### config.mk
export PLATFORM = sky130hd
export DESIGN_NAME = pc_fetch_unit
export DESIGN_NICKNAME = d
export VERILOG_FILES = /design/src/rtl/pc_fetch_unit.sv
export SDC_FILE = /design/constraint.sdc
export NUM_CORES = 1
export LEC_CHECK = 0
export CAP_MARGIN = 20
export CORE_MARGIN = 3
export CORE_UTILIZATION = 65
export CTS_CLUSTER_SIZE = 12
export DETAILED_ROUTE_END_ITERATION = 16
export DONT_BUFFER_PORTS = 1
export PLACE_DENSITY = 0.81
export SLEW_MARGIN = 20
export SYNTH_ARGS = -nofsm -noshare
export SYNTH_HDL_FRONTEND = slang
export SYNTH_SLANG_ARGS = --single-unit
### constraint.sdc
create_clock -name clk -period 4.6 [get_ports clk]
set_input_delay 0.92 -clock clk [delete_from_list [all_inputs] [get_ports clk]]
set_output_delay 0.92 -clock clk [all_outputs]
set_load 0.02 [all_outputs]
### src/rtl/pc_fetch_unit.sv
// PC / next-PC fetch stage with start/halt control and retire counters.
// Optional taken-branch/jump counter enabled by PC_FETCH_BRANCH_COUNT_EN.
module pc_fetch_unit #(
  parameter int          ADDR_W    = 8,
  parameter logic [31:0] RESET_PC  = 32'h0000_0000,
  parameter logic [31:0] HALT_WORD = 32'h0000_0000
) (
  input  logic              clk,
  input  logic              rst,
  input  logic              start,
  input  logic              stall,
  input  logic [31:0]       instr,
  input  logic              branch_taken,
  input  logic [31:0]       sign_imm,
  output logic [31:0]       pc,
  output logic [ADDR_W-1:0] imem_addr,
  output logic              running,
  output logic              halted,
  output logic [31:0]       instr_count,
  output logic [15:0]       branch_count
);

  typedef enum logic [1:0] {
    IDLE,
    RUN,
    HALT
  } state_t;

  state_t      state;
  logic [31:0] pc_plus4;
  logic [31:0] next_pc;
  logic        is_jump;
  logic        is_halt;
  logic        retire;

  assign pc_plus4  = pc + 32'd4;
  assign is_jump   = (instr[31:26] == 6'b000010);
  assign is_halt   = (instr == HALT_WORD);
  assign retire    = (state == RUN) && !is_halt && !stall;
  assign imem_addr = pc[ADDR_W+1:2];

  // Jump beats a taken branch when both are flagged.
  always_comb begin
    next_pc = pc_plus4;
    if (is_jump)
      next_pc = {pc_plus4[31:28], instr[25:0], 2'b00};
    else if (branch_taken)
      next_pc = pc_plus4 + {sign_imm[29:0], 2'b00};
  end

  always_ff @(posedge clk) begin
    if (rst) begin
      state       <= IDLE;
      pc          <= RESET_PC;
      instr_count <= 32'd0;
      running     <= 1'b0;
      halted      <= 1'b0;
    end else begin
      unique case (state)
        IDLE: begin
          if (start) begin
            state   <= RUN;
            running <= 1'b1;
          end
        end
        RUN: begin
          if (is_halt) begin
            state   <= HALT;
            running <= 1'b0;
            halted  <= 1'b1;
          end else if (!stall) begin
            pc <= {next_pc[31:2], 2'b00};
            if (instr_count != 32'hFFFF_FFFF)
              instr_count <= instr_count + 32'd1;
          end
        end
        HALT: begin
        end
        default: begin
          state   <= IDLE;
          running <= 1'b0;
          halted  <= 1'b0;
        end
      endcase
    end
  end

`ifdef PC_FETCH_BRANCH_COUNT_EN
  always_ff @(posedge clk) begin
    if (rst)
      branch_count <= 16'd0;
    else if (retire && (is_jump || branch_taken) &&
             branch_count != 16'hFFFF)
      branch_count <= branch_count + 16'd1;
  end
`else
  logic unused_retire;
  assign unused_retire = retire;
  assign branch_count  = 16'h0;
`endif

endmodule
==> reports/results.ini <==
[run_status]
status=completed

[sta]
period_share_pct=91.8
relSlewSlack_pct=54.8
setup_viol=0
finalCriticalPeriod_ps=4220
drv_slew=0
finalHoldViolations=0
rsz0062_at_grt=false
setup_tns_ps=0
tightest_slew_ps=676
fin_skew_ps=16.6
max_freq_mhz=237

[critical_path]
r2r_slack_ps=380
ff2ff_path_depth=15
path_class=reg -> reg
cpMaxStageDelayCell=dfxtp_1
reg2reg_from=pc[13]
reg2reg_to=pc[31]
cp_max_fo=8
startpoint=pc[13]
cpPeakStageDelay_ps=520
cp.arrival_ps=4500
critPathRequiredTime_ps=4880
cp-end-kind=flip-flop
start_kind=flip-flop
path_cells=and4_1, and4_1, nand3_1, nor2_1, nand2_1, xnor2_1, ha_1, nand2_1, nor2_1, o2111ai_2, a211oi_2, mux2i_1, or3_1, a21o_1, a21oi_2

[power_and_ir_drop]
leakage_nw=2.35
power.share.clock_pct=35.8
internal_power_w=0.000947
p_switching_w=0.000454
power.density_nw_per_um2=246
p_comb_share_pct=21.1
power.total_w=0.00140
irDropWorstVdd_mv=0.174
pwr-share-seq_pct=43.1
p_sw_share_pct=32.4

[placed_design]
dp.final_hpwl_mm=11.6
gp_congestion=0.992
portBuffers=0

[floorplanning]
io_pins=159
placementRows=32
initial_utilization_pct=68.8
dieArea_um2=9580
fp.dieW_um=97.9
chipHeight_um=97.9
core_area_um2=7970

[final_layout]
diodes=0
areaGrowthSynthToFinish_pct=3.97
layout_common_cells=70 x nand2_1, 65 x dfxtp_1, 58 x nor2_1, 55 x a21oi_1, 38 x ha_1
drive_above_1_share_pct=7.12
seq_area_um2=1300
final_util_pct=71.6
nets=805
multi_input_area_um2=3890
layout_commonest_cell=nand2_1
fillers=654

[min_path]
min_from=pc[3]
min_path_cells=2
min_delay_worst_endpoint=pc[3]
hold_class=reg -> reg

[grt]
grt-ovfl-total=0
grtUsageTotal_pct=31.2
grt_pass1_vias=4992
grt_pass1_wl_mm=24.8
grt_max_degree=61
grt_antenna_before_repair=0

[logic_synthesis]
synth-main-ff-cell=dfxtp_1
async_flop_share_pct=0
ys_seq_elements=65
ys.warnings.count=0
syn_area_um2=5490
synth.avg_cell_area_um2=7.77
seq_area_frac_synth_pct=23.7
syn_inst=706
synth_edf_count=0
synth_cell_types=68

[detailed_routing]
first_pass_iters=5
wl_per_cell_um=19.0
drc=0
drt_iter0_markers=287
wl_mm=15.3
vias=5262
ant_nets=0
via_per_inst=6.54

[clock_tree]
cts_root_buffer=clkbuf_8
clkLatencyLatePin_ps=340
clkSlewWorstSetupHoldPaths_ps=90
cts_tree=yes
clockBufferDepth=2
cts_max_level=3
cts_hold_buf=0
cts_resized=0
clock-sinks=65
post-cts-setup-buffer-count=0
cts_made_buffers=9

[job]
cap_violations=0

-- cell type report --
| cell class | count | area share (%) |
|---|---|---|
| tap | 102 | 2.24 |
| clock buffer | 9 | 2.17 |
| clock inverter | 7 | 1.36 |
| sequential | 65 | 22.8 |
| multi-input combinational | 590 | 68.3 |
| timing repair buffer | 17 | 2.24 |
| inverter | 14 | 0.921 |
-- worst max path at each step --
stage / to / slack, ps / cells after the start
floorplan: pc[31] / 950 / 16
global placement: pc[31] / 620 / 15
detailed placement: pc[31] / 510 / 15
CTS: pc[31] / 480 / 15
global route: pc[31] / 150 / 15
finish: pc[31] / 380 / 15
-- critical path: cells and delay by family (launching register included) --
kind            cells  cell delay [ps]
simple gates        8             2010
compound gates      4              850
flops               1              520
fa+ha+maj           1              450
xor+xnor            1              180
mux                 1              140
-- cells in the mapped netlist, drive strengths merged, types with 2 or more instances --
cell / n / area share (%)
a21boi: 2 / 0.27
a2111oi: 2 / 0.32
a41oi: 2 / 0.32
xor2: 35 / 5.6
a221oi: 2 / 0.43
nor3: 12 / 1.3
mux2i: 7 / 1.3
a21o: 24 / 3.3
nand2: 70 / 4.8
and3: 20 / 2.4
and4: 10 / 1.6
a311o: 4 / 0.73
dfxtp: 65 / 24
ha: 38 / 8.7
a211oi: 14 / 2.2
inv: 13 / 0.89
o21a: 4 / 0.55
nand4: 18 / 2.1
o211ai: 10 / 1.4
a21oi: 56 / 5.2
nand3: 34 / 3.3
o31ai: 3 / 0.50
nor2: 59 / 4.2
or3: 12 / 1.4
o21bai: 3 / 0.41
nor2b: 2 / 0.23
nand3b: 2 / 0.27
a32oi: 2 / 0.32
xnor2: 36 / 5.7
o21ai: 36 / 3.3
buf: 31 / 4.1
and2: 5 / 0.57
a211o: 4 / 0.64
clkbuf: 23 / 1.6
nand2b: 10 / 1.3
a31oi: 9 / 1.0
nor4: 10 / 1.4
-- power groups by stage --
stage               logic, W  registers (W)  clock network (W)
CTS                 0.000291       0.000604           0.000508
floorplan           0.000248       0.000624                  0
global route        0.000326       0.000606           0.000534
finish              0.000296       0.000604           0.000502
global placement    0.000281       0.000616                  0
detailed placement  0.000289       0.000617                  0
-- cell families after synthesis --
logic type | share of synthesized area [%]
compound gates | 22.7
xor+xnor | 11.3
fa+ha+maj | 9.03
buf+inv | 6.59
flops | 23.7
mux | 1.48
other cells | 0.0684
simple gates | 25.1
-- per-stage QoR --
stage | setup WS, ps | hold WS [ps] | std cells | instance area, um2
6_report | 376 | 489 | 804 | 5700
5_1_grt | 154 | 507 | 804 | 5700
4_1_cts | 481 | 488 | 804 | 5700
3_5_place_dp | 514 | 478 | 788 | 5500
3_3_place_gp | 622 | 469 | 788 | 5500
2_1_floorplan | 946 | 459 | 723 | 5550
-- registers in the layout, indices dropped and copies added (netlist names) --
name,cells
halted,1
instr_count,32
state,2
pc,30
-- per-layer routing --
| layer | vias to the layer above | share of wire (%) | GRT usage [%] |
|---|---|---|---|
| met5 | - | 0 | 0 |
| met4 | 0 | 2.4 | 7.99 |
| met3 | 30 | 11 | 9.14 |
| met2 | 294 | 45 | 51.3 |
| met1 | 2422 | 41 | 40.1 |
| li1 | 2516 | - | - |
Note: power is estimated with default switching activity, not from simulation.
